**config.mk**
```make
export PLATFORM = sky130hd
export DESIGN_NAME = ball_motion
export DESIGN_NICKNAME = d
export VERILOG_FILES = /design/src/rtl/ball_motion.sv
export SDC_FILE = /design/constraint.sdc
export NUM_CORES = 1
export LEC_CHECK = 0
export ABC_AREA = 1
export BUFFER_PORTS_ARGS = -buffer_cell sky130_fd_sc_hd__clkbuf_2
export CAP_MARGIN = 30
export CORE_AREA = 2 2 147 149
export DETAILED_ROUTE_END_ITERATION = 16
export DIE_AREA = 0 0 149 151
export PLACE_DENSITY = 0.55
export SETUP_SLACK_MARGIN = 0.5
export SLEW_MARGIN = 10
export SYNTH_ARGS = -nofsm -noshare
export SYNTH_HDL_FRONTEND = slang
export SYNTH_SLANG_ARGS = --single-unit
export TNS_END_PERCENT = 20
```
**constraint.sdc**
```tcl
create_clock -name clk -period 6 [get_ports clk]
set_input_delay 1.5 -clock clk [delete_from_list [all_inputs] [get_ports clk]]
set_output_delay 1.5 -clock clk [all_outputs]
set_load 0.01 [all_outputs]
```
**src/rtl/ball_motion.sv**
```systemverilog
// ---------------------------------------------------------------------------
// ball_motion
//   Per-frame ball physics engine. Keeps position and direction for CNT ball
//   slots. Each frame_tick walks the slots one per cycle, moving live balls by
//   SPEED px per axis, bouncing them off the left/right/top walls and the
//   paddle, and dropping balls that reach the bottom of the playfield.
//
// Ports
//   clk, rst     system clock, synchronous active-high reset
//   frame_tick   1-cycle pulse, starts one physics update (ignored when busy)
//   launch       1-cycle pulse, spawns a ball above the paddle at launch_x
//   launch_x     spawn x
//   paddle_x     left edge of the paddle
//   radius       ball radius in px
//   xs, ys       packed ball positions; ball i is xs[i*10+:10] / ys[i*10+:10]
//   active       per-slot live flags
//   busy         update in progress (high for exactly CNT cycles)
//   lost         1-cycle pulse when a ball drops out of the bottom
//   all_lost     no ball is live
// ---------------------------------------------------------------------------
module ball_motion #(
    parameter int CNT      = 3,
    parameter int H_MAX    = 640,
    parameter int V_MAX    = 480,
    parameter int SPEED    = 2,
    parameter int PADDLE_Y = 440,
    parameter int PADDLE_W = 64
) (
    input  logic              clk,
    input  logic              rst,
    input  logic              frame_tick,
    input  logic              launch,
    input  logic [9:0]        launch_x,
    input  logic [9:0]        paddle_x,
    input  logic [5:0]        radius,
    output logic [CNT*10-1:0] xs,
    output logic [CNT*10-1:0] ys,
    output logic [CNT-1:0]    active,
    output logic              busy,
    output logic              lost,
    output logic              all_lost
);
    localparam int IW = (CNT > 1) ? $clog2(CNT) : 1;

    // All physics arithmetic is 11 bits wide so x+SPEED+radius cannot wrap.
    localparam logic [10:0] SPD   = 11'(SPEED);
    localparam logic [10:0] H_LIM = 11'(H_MAX);
    localparam logic [10:0] V_LIM = 11'(V_MAX);
    localparam logic [10:0] PY    = 11'(PADDLE_Y);
    localparam logic [10:0] PW    = 11'(PADDLE_W);

    typedef enum logic {IDLE, UPDATE} state_e;

    state_e              state_q, state_d;
    logic [IW-1:0]       idx_q, idx_d;
    logic [CNT-1:0][9:0] x_q, x_d, y_q, y_d;
    logic [CNT-1:0]      dx_q, dx_d, dy_q, dy_d, act_q, act_d;
    logic                pend_q, pend_d;
    logic                lost_q, lost_d;

    // Operands of the slot being processed this cycle.
    logic [9:0] cur_x, cur_y;
    logic       cur_dx, cur_dy;

    // NOTE: every signal driven from always_comb gets a default first so no
    // path leaves it unassigned and no latch is inferred.
    always_comb begin
        cur_x  = '0;
        cur_y  = '0;
        cur_dx = 1'b0;
        cur_dy = 1'b0;
        for (int i = 0; i < CNT; i++) begin
            if (idx_q == IW'(i)) begin
                cur_x  = x_q[i];
                cur_y  = y_q[i];
                cur_dx = dx_q[i];
                cur_dy = dy_q[i];
            end
        end
    end

    logic [10:0] x11, y11, r11, px11;
    assign x11  = {1'b0, cur_x};
    assign y11  = {1'b0, cur_y};
    assign r11  = {5'd0, radius};
    assign px11 = {1'b0, paddle_x};

    // Horizontal rule.
    logic [9:0] nx;
    logic       ndx;
    always_comb begin
        nx  = cur_x;
        ndx = cur_dx;
        if (cur_dx) begin
            if (x11 + SPD + r11 >= H_LIM) begin
                nx  = 10'(H_LIM - 11'd1 - r11);
                ndx = 1'b0;
            end else begin
                nx = 10'(x11 + SPD);
            end
        end else begin
            if (x11 < r11 + SPD) begin
                nx  = 10'(r11);
                ndx = 1'b1;
            end else begin
                nx = 10'(x11 - SPD);
            end
        end
    end

    // Vertical rule. The paddle is only checked on the frame that carries the
    // ball across its top surface; once past that plane the ball falls through.
    logic       paddle_hit;
    logic [9:0] ny;
    logic       ndy, drop;
    assign paddle_hit = (y11 + r11 < PY) && (y11 + SPD + r11 >= PY) &&
                        (x11 >= px11) && (x11 <= px11 + PW - 11'd1);

    always_comb begin
        ny   = cur_y;
        ndy  = cur_dy;
        drop = 1'b0;
        if (!cur_dy) begin
            if (y11 < r11 + SPD) begin
                ny  = 10'(r11);
                ndy = 1'b1;
            end else begin
                ny = 10'(y11 - SPD);
            end
        end else if (paddle_hit) begin
            ny  = 10'(PY - r11 - 11'd1);
            ndy = 1'b0;
        end else if (y11 + SPD + r11 >= V_LIM) begin
            drop = 1'b1;
        end else begin
            ny = 10'(y11 + SPD);
        end
    end

    // Lowest-index free slot; scanning downwards lets the lowest index win.
    logic          free_ok;
    logic [IW-1:0] free_idx;
    always_comb begin
        free_ok  = 1'b0;
        free_idx = '0;
        for (int i = CNT - 1; i >= 0; i--) begin
            if (!act_q[i]) begin
                free_ok  = 1'b1;
                free_idx = IW'(i);
            end
        end
    end

    always_comb begin
        state_d = state_q;
        idx_d   = idx_q;
        x_d     = x_q;
        y_d     = y_q;
        dx_d    = dx_q;
        dy_d    = dy_q;
        act_d   = act_q;
        pend_d  = pend_q;
        lost_d  = 1'b0;
        case (state_q)
            IDLE: begin
                if (frame_tick) begin
                    state_d = UPDATE;
                    idx_d   = '0;
                    if (launch) pend_d = 1'b1;
                end else if (launch || pend_q) begin
                    // One spawn per cycle; a fresh launch alongside a pending
                    // one stays pending. Spawns into a full table are dropped.
                    pend_d = pend_q && launch;
                    for (int i = 0; i < CNT; i++) begin
                        if (free_ok && free_idx == IW'(i)) begin
                            x_d[i]   = launch_x;
                            y_d[i]   = 10'(PY - r11 - 11'd1);
                            dx_d[i]  = 1'b1;
                            dy_d[i]  = 1'b0;
                            act_d[i] = 1'b1;
                        end
                    end
                end
            end
            UPDATE: begin
                if (launch) pend_d = 1'b1;
                for (int i = 0; i < CNT; i++) begin
                    if (idx_q == IW'(i) && act_q[i]) begin
                        if (drop) begin
                            act_d[i] = 1'b0;
                            lost_d   = 1'b1;
                        end else begin
                            x_d[i]  = nx;
                            y_d[i]  = ny;
                            dx_d[i] = ndx;
                            dy_d[i] = ndy;
                        end
                    end
                end
                if (idx_q == IW'(CNT - 1)) state_d = IDLE;
                else                       idx_d   = idx_q + IW'(1);
            end
            default: state_d = IDLE;
        endcase
    end

    // NOTE: state registers use non-blocking assignments so every register
    // samples pre-edge values regardless of statement order.
    always_ff @(posedge clk) begin
        if (rst) begin
            // NOTE: the ball table is real state visible on the outputs, so it
            // is cleared by reset rather than left to power-up contents.
            state_q <= IDLE;
            idx_q   <= '0;
            x_q     <= '0;
            y_q     <= '0;
            dx_q    <= '0;
            dy_q    <= '0;
            act_q   <= '0;
            pend_q  <= 1'b0;
            lost_q  <= 1'b0;
        end else begin
            state_q <= state_d;
            idx_q   <= idx_d;
            x_q     <= x_d;
            y_q     <= y_d;
            dx_q    <= dx_d;
            dy_q    <= dy_d;
            act_q   <= act_d;
            pend_q  <= pend_d;
            lost_q  <= lost_d;
        end
    end

    assign xs       = x_q;
    assign ys       = y_q;
    assign active   = act_q;
    assign busy     = (state_q == UPDATE);
    assign lost     = lost_q;
    assign all_lost = ~|act_q;

endmodule

```
-- After elaboration in Yosys (flattened, before gate mapping)
Index checks and enable logic that the tools add are counted.
- memory bits (writable): 0
- bits in latches: 0
- memories kept: 0
- bits in read-only memories: 0
- word-level logic and storage cells: 177
- bits in registers: 74
- output and inout port bits: 66
- input port bits: 30
- shifts and indexed selects: 0
- reductions and logical operators: 23
- add/subtract/negate cells: 14
- eq/ne operators: 17
- divide/modulo/power cells: 0
- bitwise operators: 1
- mux-type cells: 95
- multipliers: 0
- order comparisons: 8
- operators with widths (cell ; number):
    $mux W10 ; 27
    $mux W30 ; 4
    $pmux W30 S2 ; 2
    $mux W1 ; 47
    $reduce_and A5 Y1 ; 6
    $sub A10 B2 Y10 const B ; 3
    $add A10 B2 Y11 const B ; 2
    $add A11 B6 Y11 ; 2
    $ge A11 B9 Y1 const B ; 2
    $pmux W3 S2 ; 3
    $ne A2 B2 Y1 const B ; 8
    $mux W3 ; 4
    $add A10 B6 Y11 ; 1
    $add A10 B7 Y11 const B ; 1
    $ge A11 B10 Y1 const B ; 1
    $le A10 B11 Y1 ; 1
    $lt A10 B11 Y1 ; 1
    $lt A11 B9 Y1 const B ; 1
    $sub A11 B1 Y11 const B ; 1
    $ge A10 B10 Y1 ; 1
    $logic_and A1 B1 Y1 ; 10
    $lt A10 B7 Y1 ; 1
    $mux W2 ; 5
    $sub A10 B6 Y10 const A ; 1
    other kinds (16) ; 23

-- Longest topological paths before layout
- depth in word-level cells: 18
- mapped depth: 33
- mapped depth without buffers: 32

-- Least setup slack after synthesis
Ideal clock, no wire load.
- path type: input to register
- start point: input port paddle_x[0]
- end point: register y_q (netlist bit ys[9])
- path slack: 2.001 ns
- required time: 5.886 ns
- data arrival time: 3.886 ns
- buffers on the path: 1
- library setup time: 0.114 ns
- stages on the path: 21
- cell sequence: inv_1 > ha_1 > nand2_1 > nor2_1 > nand3_1 > nand2_1 > xor2_1 > ha_1 > a21oi_1 > o21ai_0 > a21oi_1 > nand2_1 > nand2_1 > o21ai_0 > inv_1 > nand3_4 > nand4_4 > nand2_4 > buf_4 > a21oi_1 > nor2_1
- longest elaborated chain between the ends: 9
- elaborated cells between the ends (all ways): 15
- classes of those cells: add/sub (2); order compare (2); eq/ne (1); mux (7); reduce/logical (3)
- ends and longest elaborated chain (element ; line ; RTL):
    start: declaration ; 34 ; input logic [9:0] paddle_x,
    $add A10 B7 Y11 ; 117 ; (x11 >= px11) && (x11 <= px11 + PW - 11'd1);
    $sub A11 B1 Y11 ; 117 ;
    $le A10 B11 Y1 ; 117 ;
    $logic_and A1 B1 Y1 * ; 117 ;
    $mux W10 ; 130 ; end else if (paddle_hit) begin
    $mux W10 ; 123 ; if (!cur_dy) begin
    $mux W10 ; 189 ; if (drop) begin
    $mux W10 ; 188 ; if (idx_q == IW'(i) && act_q[i]) begin
    $pmux W30 S2 ; 164 ; case (state_q)
    end signal: assignment ; 226 ; y_q <= y_d;
    end: declaration ; 56 ; logic [CNT-1:0][9:0] x_q, x_d, y_q, y_d;
Mark *: on every way between the ends. The rest lies on a longest branch, timed or not. The select of a mux whose other input is x is not followed.
A chain may end at the register's enable or synchronous reset.

-- Worst setup path after layout
- start point: register idx_q[0]
- end point: register y_q (netlist bit ys[21])
- longest elaborated chain between the ends: 15
- elaborated cells between the ends (all ways): 39
- classes of those cells: add/sub (4); order compare (6); eq/ne (4); mux (19); reduce/logical (6)
- ends and longest elaborated chain (element ; line ; RTL):
    start: declaration ; 55 ; logic [IW-1:0] idx_q, idx_d;
    start signal: assignment ; 224 ; idx_q <= idx_d;
    $logic_not A2 Y1 ; 73 ; if (idx_q == IW'(i)) begin
    $mux W10 (3 in series) ; 73 ;
    $add A10 B2 Y11 ; 136 ; ny = 10'(y11 + SPD);
    $add A11 B6 Y11 ; 116, 133 ;
    $ge A11 B9 Y1 ; 116 ; assign paddle_hit = (y11 + r11 < PY) && (y11 + SPD + r11 >= PY) &&
    $logic_and A1 B1 Y1 (2 in series) ; 116 ;
    $logic_and A1 B1 Y1 ; 117 ;
    $mux W10 ; 130 ;
    $mux W10 ; 123 ;
    $mux W10 ; 189 ;
    $mux W10 ; 188 ;
    $pmux W30 S2 ; 164 ;
Several ways; a longest one is shown, not always the timed one. The select of a mux whose other input is x is not followed.

==> Flow_metrics.wiki <==
{| class="wikitable"
! Metric !! Value
|-
| Hold Path Depth || 2
|-
| Number of nets in the layout || 1,363
|-
| CTS H-tree lvls || 3
|-
| Final worst clock skew || 10.12 ps
|-
| TritonCTS Sinks || 74
|-
| Synth area leaders || dfxtp_1, nand2_1, ha_1
|-
| Worst flop-to-flop path endpoint || ys[21]
|-
| Crit path from || idx_q[0]
|-
| Boundary pin count || 96
|-
| Count of cells along the worst register-to-register path || 28
|-
| Predominant post-synthesis flop cell || dfxtp_1
|-
| Maximum clock path buffer count || 2
|-
| Relative slew slack || 42.82%
|-
| Number of global-route vias before repair || 6,798
|-
| CTS tree || yes
|-
| Vias after detailed routing || 7,733
|-
| Synthesis-stage register bit count || 74
|-
| Share of final-layout standard cells stronger than drive strength 1 || 14.63%
|-
| Power Density || 260.7 mW/mm²
|-
| Placement row count || 53
|-
| CP Class || flip-flop to flip-flop
|-
| Via/cell ratio || 5.002
|-
| DRT Wirelength || 23,550 µm
|-
| Detailed Route Iter0 Violations || 605
|-
| Final ANT Viol Nets || 0
|-
| Post-synthesis net count || 1,282
|-
| Fill cell instance count of the final layout || 2,290
|-
| Critical path capture point type || flip-flop
|-
| Number of diodes added for antenna fixing || 0
|-
| CP max stage cell || dfxtp_1
|-
| Endpoint of the most critical setup path || ys[21]
|-
| Clock Latency Late Sink || 340 ps
|-
| Combined area of the multi-input logic cells || 0.004972 mm²
|-
| Top-area cell type share of the netlist area || 20.57%
|-
| Total DRC errors in the routed layout || 0
|-
| Horiz. Die Dim || 149 µm
|-
| Sum of overflow across all layers after global routing || 0
|-
| Area leader, netlist || dfxtp_1
|-
| Clock transition at path regs || 60 ps
|-
| Final Wtd Congestion || 0.9424
|-
| Count of final max-slew check failures || 0
|-
| Share of synthesized area occupied by flip-flops and latches || 20.57%
|-
| Area of the core || 0.02082 mm²
|-
| Syn_area_per_cell || 6.067 µm²
|-
| Worst reg2reg path startpoint || idx_q[0]
|-
| Leakage power || 4.286 nW
|-
| Fin crit period || 5001 ps
|-
| Area added between synthesis and finish || 13.39%
|-
| Die Outline Area || 0.02250 mm²
|-
| Wire length of the first global-routing pass || 36,540 µm
|-
| CP peak stage delay || 370 ps
|-
| Synth unique cells || 48
|-
| Startpoint class of the critical path || flip-flop
|-
| Number of buffer and inverter stages on the critical path || 6
|-
| Cell depth of the worst setup path || 28
|-
| Final hold violation count || 0
|-
| Netlist Area Pre-Place || 0.007202 mm²
|-
| Area of all sequential standard cells || 0.001481 mm²
|-
| Router iterations before antenna repair || 5
|-
| Die H || 151 µm
|-
| Max_cap viols || 0
|-
| Setup repair bufs after CTS || 0
|-
| Initial antenna violation count || 0
|-
| Cell seen most often among critical-path stages || nand2_1
|-
| Critical Path AT || 5230 ps
|-
| Port buffer count || 95
|-
| Hold buffer count at CTS || 0
|-
| CP Max Fanout || 22
|-
| Number of buffers added by the clock tree synthesis step || 9
|-
| Final worst-path cycle share || 83.35%
|-
| Critical Path RT || 6230 ps
|-
| Final design instance area without fill || 0.008167 mm²
|-
| Register-to-register setup slack || 1000 ps
|-
| Routed length per placed instance || 15.23 µm
|-
| Total global-route track usage || 20.62%
|-
| Total cell area at the placement stage || 0.007885 mm²
|-
| Count of yosys warnings during synthesis || 0
|-
| Unrepaired setup endpoints after global routing || no
|-
| Pin count of the biggest net entering global routing || 42
|-
| Top cell family by delay on the critical path || simple AND/OR/NAND/NOR gates
|-
| Status || complete, no violations
|-
| Total half-perimeter wirelength after legalization and detailed placement || 18,340 µm
|-
| Number of synthesized flops with an enable pin || 0
|-
| Cells after synthesis || 1,187
|-
| Root buffer selected by CTS || clkbuf_16
|-
| TNS Setup || 0 ps
|-
| Asr flop ratio synth || 0%
|-
| Initial core utilization || 34.59%
|-
| Min-delay worst type || flip-flop to flip-flop
|-
| Number of setup violations in the final report || 0
|-
| Worst-margin pin slew || 856.7 ps
|-
| Worst vdd rail ir drop || 0.2128 mV
|-
| Maximum clock rate || 0.2000 GHz
|}
[registers in the layout, indices dropped and copies added (netlist names)]
signal  flops
xs         30
ys         30
active      3
dx_q        3
dy_q        3
idx_q       2
busy        1
lost        1
pend_q      1
[per-stage QoR]
stage	hold slack [ps]	cells	util [%]	setup slack (ps)	total power, mW
detailed placement	471.7	1532	37.87	903.7	1.601
finish	478.4	1546	39.22	999.2	2.129
global placement	464.3	1532	37.87	1006	1.605
global route	489.0	1546	39.22	542.5	2.289
CTS	482.4	1546	39.18	884.3	2.125
floorplan	447.3	1187	-	2001	1.321
[layout make-up]
| type | instances | share of cell area [%] |
|---|---|---|
| inverter | 133 | 6.113 |
| sequential | 74 | 18.14 |
| multi-input combinational | 939 | 60.89 |
| clock inverter | 4 | 0.5516 |
| timing repair buffer | 111 | 7.293 |
| clock buffer | 10 | 2.804 |
| tap | 275 | 4.213 |
[synth_stat cells (2+ instances only)]
cell type  count
nand2_4        2
fa_1           3
a21oi_2        5
o21bai_1       3
clkbuf_1       9
o21ai_1       12
xnor2_1        2
dfxtp_1       74
inv_2          4
a221oi_1       6
ha_1          62
nor2_4         6
nand4_1       23
buf_4          8
xor2_1        24
a21oi_1       64
buf_6          8
inv_1        129
buf_2         10
o211ai_1       5
a211oi_1       2
nor4_1         2
o21a_1         4
buf_1          6
nand2_2       11
nand2_1      351
nor3_1         7
o21ai_0       27
nor2_2        12
o22ai_1        6
nand3_1       96
nand3b_1       2
or2_2          9
nand3_2        5
nor2_1       175
[where the power goes]
| group | internal (mW) | leakage [nW] | switching [mW] | total, mW |
|---|---|---|---|---|
| Clock | 0.315 | 0.138 | 0.208 | 0.523 |
| Sequential | 0.531 | 0.604 | 0.0364 | 0.568 |
| Combinational | 0.339 | 3.54 | 0.699 | 1.04 |
| Total | 1.19 | 4.29 | 0.943 | 2.13 |
[tightest hold or removal path: cells and delay by family (launching register included)]
family           cells  cell delay [ps]
flip-flops           1              300
AO/OA/AOI/OAI        1               70
AND/OR/NAND/NOR      1               50
[kinds of logic after synthesis]
kind of cell / share of synthesized area, %
buffers and inverters: 10.49
adder cells (fa/ha/maj): 11.61
AND/OR/NAND/NOR: 42.65
XOR/XNOR: 3.162
AO/OA/AOI/OAI: 11.52
flip-flops: 20.57
[worst min path at each step]
stage | startpoint | endpoint
floorplan | idx_q[0] | idx_q[0]
global placement | dy_q[0] | dy_q[0]
detailed placement | idx_q[0] | idx_q[0]
CTS | pend_q | pend_q
global route | pend_q | pend_q
finish | pend_q | pend_q
[layout by cell type (no fill, tap or decap), drive strengths merged, types with 3 or more instances in the layout]
cell / Yosys / layout
clkinv: 0 / 3
clkbuf: 9 / 105
fa: 3 / 3
o22ai: 6 / 6
a21oi: 69 / 69
o211ai: 5 / 5
o21bai: 4 / 4
or2: 10 / 10
o21ai: 40 / 40
buf: 32 / 16
inv: 133 / 133
nor2: 193 / 193
nand2: 364 / 364
ha: 62 / 62
nor3: 7 / 7
a221oi: 6 / 6
nand4: 25 / 25
xor2: 24 / 24
o21a: 4 / 4
dfxtp: 74 / 74
nand3: 102 / 102
[routing by layer]
metal | global-route usage, % | up-vias | routed length, µm
met2 | 32.74 | 239 | 10460
met4 | 6.095 | 0 | 514
li1 | - | 3975 | -
met1 | 29.31 | 3487 | 11380
met5 | 0 | - | 0
met3 | 2.470 | 32 | 1190
[timing repair]
action	CTS	global route
setup endpoints to repair	0	39
endpoints found under the hold margin	0	0
resized for setup	0	2
Power figures use the tool's default switching activity.
